<file path="src/rtl/panda_uart_tx.sv">
// panda_uart_tx: bus-mapped UART transmitter with a byte FIFO.
// Register map (word index): 0 TXDATA (W), 1 STATUS (R/W1C), 2 DIV (R/W), 3 reserved.
// The bus has the same timing as a synchronous RAM: one access per cycle, never stalls.
// Read data is registered and appears in the cycle after ce_i.
// A write cycle returns the register value from before the write (read-first).
// Each serial bit lasts DIV+1 cycles. DIV is sampled at every bit boundary.
module panda_uart_tx #(
  parameter logic [15:0] ClkDiv    = 16'd867,
  parameter int unsigned FifoDepth = 8
) (
  input  logic        clk_i,
  input  logic        rst_ni,
  input  logic        ce_i,
  input  logic [3:0]  we_i,
  input  logic [1:0]  addr_i,
  input  logic [31:0] data_i,
  output logic [31:0] data_o,
  output logic        tx_o,
  output logic        irq_o,
  output logic [1:0]  fsm_state
);

  localparam int unsigned AW = $clog2(FifoDepth);
  localparam logic [AW:0] PtrOne = {{AW{1'b0}}, 1'b1};

  typedef enum logic [1:0] {IDLE = 2'd0, START = 2'd1, DATA = 2'd2, STOP = 2'd3} state_e;

  state_e      state, state_n;
  logic [7:0]  shift, shift_n;
  logic [2:0]  bit_cnt, bit_n;
  logic [15:0] baud_cnt, baud_n;
  logic        tx_n;
  logic        pop;

  logic [7:0]  mem [FifoDepth];
  logic [AW:0] wr_ptr, rd_ptr;
  logic        full, empty;
  logic [15:0] div;
  logic        ovf;
  logic        busy;

  // Bus decode. A write is any access with at least one byte enable set.
  logic wr_access, push_req, push_ok, ovf_clr;
  logic unused_bits;

  assign wr_access   = ce_i && (we_i != 4'd0);
  assign push_req    = wr_access && (addr_i == 2'd0) && we_i[0];
  // A pop in the same cycle frees a slot, so a push into a full FIFO is still accepted then.
  assign push_ok     = push_req && (!full || pop);
  assign ovf_clr     = wr_access && (addr_i == 2'd1) && we_i[0] && data_i[3];
  assign unused_bits = ^data_i[31:16];

  // Full and empty come from the pointers. The extra top bit tells a full FIFO from an empty one.
  assign empty = (wr_ptr == rd_ptr);
  assign full  = (wr_ptr[AW] != rd_ptr[AW]) && (wr_ptr[AW-1:0] == rd_ptr[AW-1:0]);
  assign busy  = (state != IDLE);
  assign irq_o = empty && !busy;
  assign fsm_state = state;

  // FIFO storage. It has no reset: entries are only read when the pointers say they are valid.
  always_ff @(posedge clk_i) begin
    if (push_ok) mem[wr_ptr[AW-1:0]] <= data_i[7:0];
  end

  // FIFO pointers. Reset empties the FIFO and discards anything queued.
  always_ff @(posedge clk_i or negedge rst_ni) begin
    if (!rst_ni) begin
      wr_ptr <= '0;
      rd_ptr <= '0;
    end else begin
      if (push_ok) wr_ptr <= wr_ptr + PtrOne;
      if (pop)     rd_ptr <= rd_ptr + PtrOne;
    end
  end

  // DIV register (byte-writable) and the sticky overflow flag.
  always_ff @(posedge clk_i or negedge rst_ni) begin
    if (!rst_ni) begin
      div <= ClkDiv;
      ovf <= 1'b0;
    end else begin
      if (wr_access && (addr_i == 2'd2)) begin
        if (we_i[0]) div[7:0]  <= data_i[7:0];
        if (we_i[1]) div[15:8] <= data_i[15:8];
      end
      if (push_req && full && !pop) ovf <= 1'b1;
      else if (ovf_clr)             ovf <= 1'b0;
    end
  end

  // Registered read port. It updates only on an access and captures the value from before any write.
  always_ff @(posedge clk_i or negedge rst_ni) begin
    if (!rst_ni) begin
      data_o <= '0;
    end else if (ce_i) begin
      case (addr_i)
        2'd1:    data_o <= {28'd0, ovf, busy, empty, full};
        2'd2:    data_o <= {16'd0, div};
        default: data_o <= '0;
      endcase
    end
  end

  // Transmit FSM state register. tx_o is a flop, so the line cannot glitch.
  always_ff @(posedge clk_i or negedge rst_ni) begin
    if (!rst_ni) begin
      state    <= IDLE;
      shift    <= '0;
      bit_cnt  <= '0;
      baud_cnt <= '0;
      tx_o     <= 1'b1;
    end else begin
      state    <= state_n;
      shift    <= shift_n;
      bit_cnt  <= bit_n;
      baud_cnt <= baud_n;
      tx_o     <= tx_n;
    end
  end

  // Transmit FSM next-state logic. Every bit reloads the counter from DIV.
  always_comb begin
    state_n = state;
    shift_n = shift;
    bit_n   = bit_cnt;
    baud_n  = baud_cnt;
    tx_n    = tx_o;
    pop     = 1'b0;
    case (state)
      IDLE: begin
        if (!empty) begin
          pop     = 1'b1;
          shift_n = mem[rd_ptr[AW-1:0]];
          baud_n  = div;
          tx_n    = 1'b0;
          state_n = START;
        end
      end
      START: begin
        if (baud_cnt == 16'd0) begin
          state_n = DATA;
          baud_n  = div;
          bit_n   = 3'd0;
          tx_n    = shift[0];
        end else begin
          baud_n = baud_cnt - 16'd1;
        end
      end
      DATA: begin
        if (baud_cnt == 16'd0) begin
          baud_n = div;
          if (bit_cnt == 3'd7) begin
            state_n = STOP;
            tx_n    = 1'b1;
          end else begin
            bit_n   = bit_cnt + 3'd1;
            shift_n = {1'b0, shift[7:1]};
            tx_n    = shift[1];
          end
        end else begin
          baud_n = baud_cnt - 16'd1;
        end
      end
      STOP: begin
        if (baud_cnt == 16'd0) begin
          if (!empty) begin
            // The next frame follows with no idle gap.
            pop     = 1'b1;
            shift_n = mem[rd_ptr[AW-1:0]];
            baud_n  = div;
            tx_n    = 1'b0;
            state_n = START;
          end else begin
            state_n = IDLE;
          end
        end else begin
          baud_n = baud_cnt - 16'd1;
        end
      end
      default: state_n = IDLE;
    endcase
  end

endmodule

</file>
<file path="config.mk">
export PLATFORM = sky130hd
export DESIGN_NAME = panda_uart_tx
export DESIGN_NICKNAME = d
export VERILOG_FILES = /design/src/rtl/panda_uart_tx.sv
export SDC_FILE = /design/constraint.sdc
export NUM_CORES = 1
export LEC_CHECK = 0
export ABC_AREA = 1
export CAP_MARGIN = 20
export CORE_MARGIN = 1
export CORE_UTILIZATION = 25
export DETAILED_ROUTE_END_ITERATION = 16
export GPL_TIMING_DRIVEN = 0
export HOLD_SLACK_MARGIN = 0.05
export REMOVE_ABC_BUFFERS = 1
export SYNTH_ARGS = -nofsm -noshare
export SYNTH_HDL_FRONTEND = slang
export SYNTH_SLANG_ARGS = --single-unit
</file>
<file path="constraint.sdc">
create_clock -name clk_i -period 2.4 [get_ports clk_i]
set_input_delay 0.48 -clock clk_i [delete_from_list [all_inputs] [get_ports clk_i]]
set_output_delay 0.48 -clock clk_i [all_outputs]
set_load 0.03 [all_outputs]
</file>
---- Word level (Yosys, flattened, before mapping) ----
Memories as Yosys holds them, arrays and structs flattened.
Cells that the tools add are included.
storage, ports and cells
  bits in registers ....................... 87
  memory bits (writable) .................. 64
  bits of input ports ..................... 41
  output and inout port bits .............. 36
  memories ................................ 1
memories
  name  words  bits a word  read ports  clocked after memory_dff  write ports  line  text
  mem   8      8            1           0                         1            35    logic [7:0] mem [FifoDepth];
cells by class
  add/subtract/negate cells ............... 4
  equality and inequality tests ........... 15
  muxes and demuxes ....................... 34
  reductions and logical operators ........ 31
operators with widths
  operator               count
  $mux 16                3
  $pmux 16 s3            1
  $mux 8                 4
  $pmux 16 s2            1
  $pmux 8 s3             1
  $logic_not 16->1       1
  $sub 16x1->16 const B  1
  $logic_and 1x1->1      12
  $mux 1                 12
  $ne 2x2->1 const B     6
  $mux 2                 5
  $mux 3                 3
  $add 4x1->4 const B    2
  $pmux 2 s4             1
  $reduce_and 4->1       2
  $eq 2x2->1 const B     3
  $pmux 3 s2             1
  $reduce_bool 2->1      3
  $reduce_and 5->1       1
  $eq 2x1->1 const B     2
  $eq 4x4->1             1
  $logic_not 2->1        2
  $pmux 1 s4             1
  $reduce_and 2->1       2
  other kinds (11)       13

---- Logic depth before layout (Yosys ltp) ----
Gate-level depths: netlist (run 1).
  word-level depth ........................ 8
  depth in mapped cells ................... 14
  mapped depth without buffers ............ 13

---- Least setup slack after synthesis (run 1) ----
No wires, ideal clock.
  kind .................................... reg2reg
  start ................................... reg state[0] (netlist: fsm_state[0])
  end ..................................... mem mem[0][0], enable pin
  setup time .............................. 370 ps
  data arrival time ....................... 1989 ps
  data required time ...................... 2030 ps
  slack ................................... 40 ps
  stages on the path, launching flop included .. 8
  buffers on the path ..................... 0
  period minus slack after synthesis ...... 2360 ps
  cell sequence ........................... dfrtp_1 inv_1 ha_1 nor2_1 nand2_2 nand2_2 nand2_2 nor2_1
between the ends
  word-level cells in the longest chain between the ends .. 6
ends and longest elaborated chain
  element                                        line  text
  from (decl)                                    28    state_e state, state_n;
  from (signal assigned)                         113   state <= state_n;
  $eq 2x2->1 or $logic_not 2->1 (tied branches)  129   case (state)
  $pmux 1 s2 *                                   129
  $logic_or 1x1->1 *                             49    assign push_ok = push_req && (!full || pop);
  $logic_and 1x1->1 *                            49
  $mux 1 *                                       62    if (push_ok) mem[wr_ptr[AW-1:0]] <= data_i[7:0];
  $mux 1 (not written as such) *                 62
  to (decl)                                      35
Mark *: on every way between the ends. The rest lies on a longest branch, timed or not.

---- Worst setup path after layout (run 1) ----
  start ................................... reg rd_ptr[0]
  end ..................................... out irq_o
between the ends
  word-level cells in the longest chain between the ends .. 2
ends and longest elaborated chain
  element                 line  text
  from (decl)             36    logic [AW:0] wr_ptr, rd_ptr;
  from (signal assigned)  72    if (pop) rd_ptr <= rd_ptr + PtrOne;
  $eq 4x4->1              54    assign empty = (wr_ptr == rd_ptr);
  $logic_and 1x1->1       57    assign irq_o = empty && !busy;
  to (decl)               19    output logic irq_o,
Every way passes these cells.

==> summary.md, run 1 <==
| Metric | Value |
|---|---|
| Final wirelength | `17900 um` |
| Routed len/inst | `13.7 um` |
| Synth Instances | `852` |
| IO Port Bufs | `42` |
| Leakage | `3.88 nW` |
| IO Count | `77` |
| Type of the worst setup path | `flop to output pin` |
| Placed instance area | `7830 um2` |
| GRT Resource Usage Total | `0.129` |
| Final worst-path cycle share | `0.967` |
| Layout area overhead | `24.7%` |
| Startpoint types | `flop` |
| First-pass GRT wire length | `29300 um` |
| Layout Cell Area excl Fill | `8890 um2` |
| Clk buf depth | `2` |
| Slew @ Worst Pin | `0.540 ns` |
| Die Ht | `171 um` |
| Worst clock skew | `0.00724 ns` |
| Initial Util | `0.255` |
| CTS tree | `done` |
| Vias | `5853` |
| Drt first-iter violations | `394` |
| DIE AREA | `29200 um2` |
| Slew headroom | `0.638` |
| Compound-gate portion of the synthesized area | `0.0729` |
| Largest net degree at the start of global routing | `46` |
| Drt via density | `4.50` |
| First drt pass iteration count | `6` |
| GPL Wtd Cong | `0.843` |
| Fmax | `431 MHz` |
| Min-delay worst type | `flop to flop` |
| DRT antenna net count | `0` |
| Pins Over Slew Limit | `0` |
| DR DRC count | `0` |
| Arrival time at the worst endpoint | `1.84 ns` |
| Largest family of logic cells by synthesized area | `simple AND/OR/NAND/NOR gates` |
| Fin crit period | `2.32 ns` |
| Worst-path fanout max | `4` |
| GRT overflow | `0` |
| Clock sink count | `135` |
| Synth Area per Inst | `8.36 um2` |
| Reg clk slew, reported paths | `0.06 ns` |
| Fin. Hold Viols | `0` |
| Worst vdd rail ir drop | `0.506 mV` |
| Core area | `27900 um2` |
| Final #Nets | `964` |
| Yosys reg bits | `135` |
| Synth Cell Area | `7120 um2` |
| Seq/Total Area, Yosys | `0.520` |
| Layout cells sized above 1 | `0.121` |
| Setup violations, final | `0` |
| RSZ-0062 raised after global routing | `true` |
| ANT cells | `0` |
| Status | `finished clean` |
| Fin Setup TNS | `0 ns` |
| Post-synth top flop | `edfxtp_1` |
| Post-synth EDFFs | `64` |
| DIE WIDTH | `171 um` |
| # fillers | `2930` |
| CTS root buffer | `clkbuf_16` |
| HPWL Detailed | `11600 um` |
| Total CTS buffers | `17` |
| Clock latency on the worst-skew pair | `0.43 ns` |
| Clock H-tree levels | `4` |
| Simple-gate area share of the yosys netlist | `0.283` |
| Post-synth cell types | `40` |
| Critical Path RT | `1.92 ns` |
| Xor-xnor portion of the synthesized cell area | `0.0197` |
| Initial antenna violation count | `0` |
| Synth Area in Adders | `0.0246` |
| Post-synthesis mux area share | `0` |
| Ys Warns | `0` |
| Asr flop ratio synth | `0.526` |
| Maxcap violations | `0` |
| Worst setup EP type | `output pin` |
| # rows | `61` |
| Vias in the first global route | `5601` |
| PwrDens | `1250 nW/um2` |
[report_power, final]
group | leakage (nW) | internal (mW) | total, mW | switching [mW]
sequential | 1.44 | 2.88 | 3.33 | 0.453
clock | 0.291 | 1.67 | 2.70 | 1.03
combinational | 2.15 | 1.79 | 5.04 | 3.24
total | 3.88 | 6.34 | 11.1 | 4.73
[metal layers]
layer | wire length, um | share of wire | vias up | global-route usage
met5 | 0 | 0 | - | 0
li1 | - | - | 2856 | -
met2 | 8300 | 0.47 | 133 | 0.210
met1 | 8500 | 0.48 | 2839 | 0.173
met3 | 741 | 0.042 | 25 | 0.0204
met4 | 305 | 0.017 | 0 | 0.0470
[worst paths after layout]
path,start,end,slack [ns],cells after the start
min in group asynchronous,rst_ni,data_o[13],0.55,2
hold reg to reg,shift[0],shift[0],0.47,2
setup / recovery,rd_ptr[0],irq_o,0.08,7
hold / removal,shift[0],shift[0],0.47,2
max in group asynchronous,rst_ni,div[5],1.22,3
setup reg to reg,rd_ptr[0],mem[0][6],0.11,12
[synth_stat cells, types with 2 or more instances]
cell type	count	area share
xor2_1	14	0.017
nor2_1	98	0.052
nand2_2	7	0.0061
clkbuf_1	17	0.0090
edfxtp_1	64	0.27
nand2_1	246	0.13
nor2_2	4	0.0035
inv_2	2	0.0011
and3_1	5	0.0044
xnor2_1	2	0.0025
nor2_4	5	0.0079
buf_4	16	0.017
o22ai_1	3	0.0026
o21ai_0	37	0.026
nand3_1	93	0.065
buf_6	4	0.0063
dfstp_2	7	0.026
o211ai_1	7	0.0074
nor3_1	5	0.0035
or2_2	5	0.0044
buf_2	7	0.0049
o21ai_1	2	0.0014
ha_1	14	0.025
dfrtp_1	64	0.22
a21oi_1	26	0.018
o21bai_1	10	0.011
inv_1	75	0.040
[placed cells by master, fill, tap and decap left out, types with 5 or more instances in the layout]
cell type        instances
or2_2                    5
o211ai_1                 7
nand2_1                245
o21ai_0                 37
inv_1                   74
dfrtp_1                 59
buf_4                   16
clkbuf_16               17
conb_1                  16
nand3_1                 93
nor2_1                  89
o21bai_1                10
xor2_1                  14
nand2_4                  5
a21oi_1                 26
ha_1                    11
edfxtp_1                64
nor2_4                  15
clkdlybuf4s50_1         40
dfstp_2                  7
nor3_1                   5
buf_12                   7
and3_1                   5
[cell type report]
type,count,area (um2),share of cell area
Clock buffer,19,443,0.0498
Clock inverter,13,166,0.0187
Inverter,78,305,0.0344
Multi-Input combinational cell,610,3060,0.345
Sequential cell,135,3720,0.418
Tap cell,378,473,0.0532
Timing Repair Buffer,67,721,0.0811
[timing repair]
action                     in CTS  in global routing
hold endpoints to repair       24                  0
pin swaps                      12                  2
cloned                          1                  0
resized for setup              41                  8
setup endpoints to repair     103                 69
buffers inserted               17                  6
hold buffers                    1                  0
[worst max-delay path: stages, from the launching register on]
cell	delay (ns)
dfrtp_4	0.54
buf_6	0.16
nand2_1	0.09
nand2_2	0.08
nor2_4	0.20
nand2_8	0.08
nor2_1	0.09
buf_4	0.18
[state kept, by name, summed over array words and instances, names as in the netlist]
signal     flops
mem           64
baud_cnt      16
data_o        16
div           16
shift          8
rd_ptr         4
wr_ptr         4
bit_cnt        3
fsm_state      2
ovf            1
tx_o           1
[cell families (layout without fill, tap and decap cells)]
kind of cell / Yosys count / count (layout)
other: 1 / 16
flip-flops: 135 / 135
adder cells (fa/ha/maj): 14 / 14
AO/OA/AOI/OAI: 90 / 90
AND/OR/NAND/NOR: 473 / 474
buffers and inverters: 123 / 177
XOR/XNOR: 16 / 16
[through the flow]
stage	power, mW	instances	utilization	setup slack [ns]	hold WS [ns]
CTS	11.0	1294	0.315	0.0209	0.476
finish	11.1	1300	0.318	0.0784	0.471
floorplan	6.59	822	-	-0.294	0.184
global route	11.9	1300	0.318	-0.0461	0.494
global placement	7.80	1242	0.279	-1.92	0.459
detailed placement	7.87	1243	0.280	-1.75	0.448
Note: power is estimated with default switching activity, not from simulation.
==> run 2, diff against run 1 <==
--- a/config.mk
+++ b/config.mk
@@ -13,6 +13,7 @@
 export GPL_TIMING_DRIVEN = 0
 export HOLD_SLACK_MARGIN = 0.05
 export REMOVE_ABC_BUFFERS = 1
+export SLEW_MARGIN = 0
 export SYNTH_ARGS = -nofsm -noshare
 export SYNTH_HDL_FRONTEND = slang
 export SYNTH_SLANG_ARGS = --single-unit
==> results of run 2 <==
Final layout, timing and power as in run 1 (identical DEF).
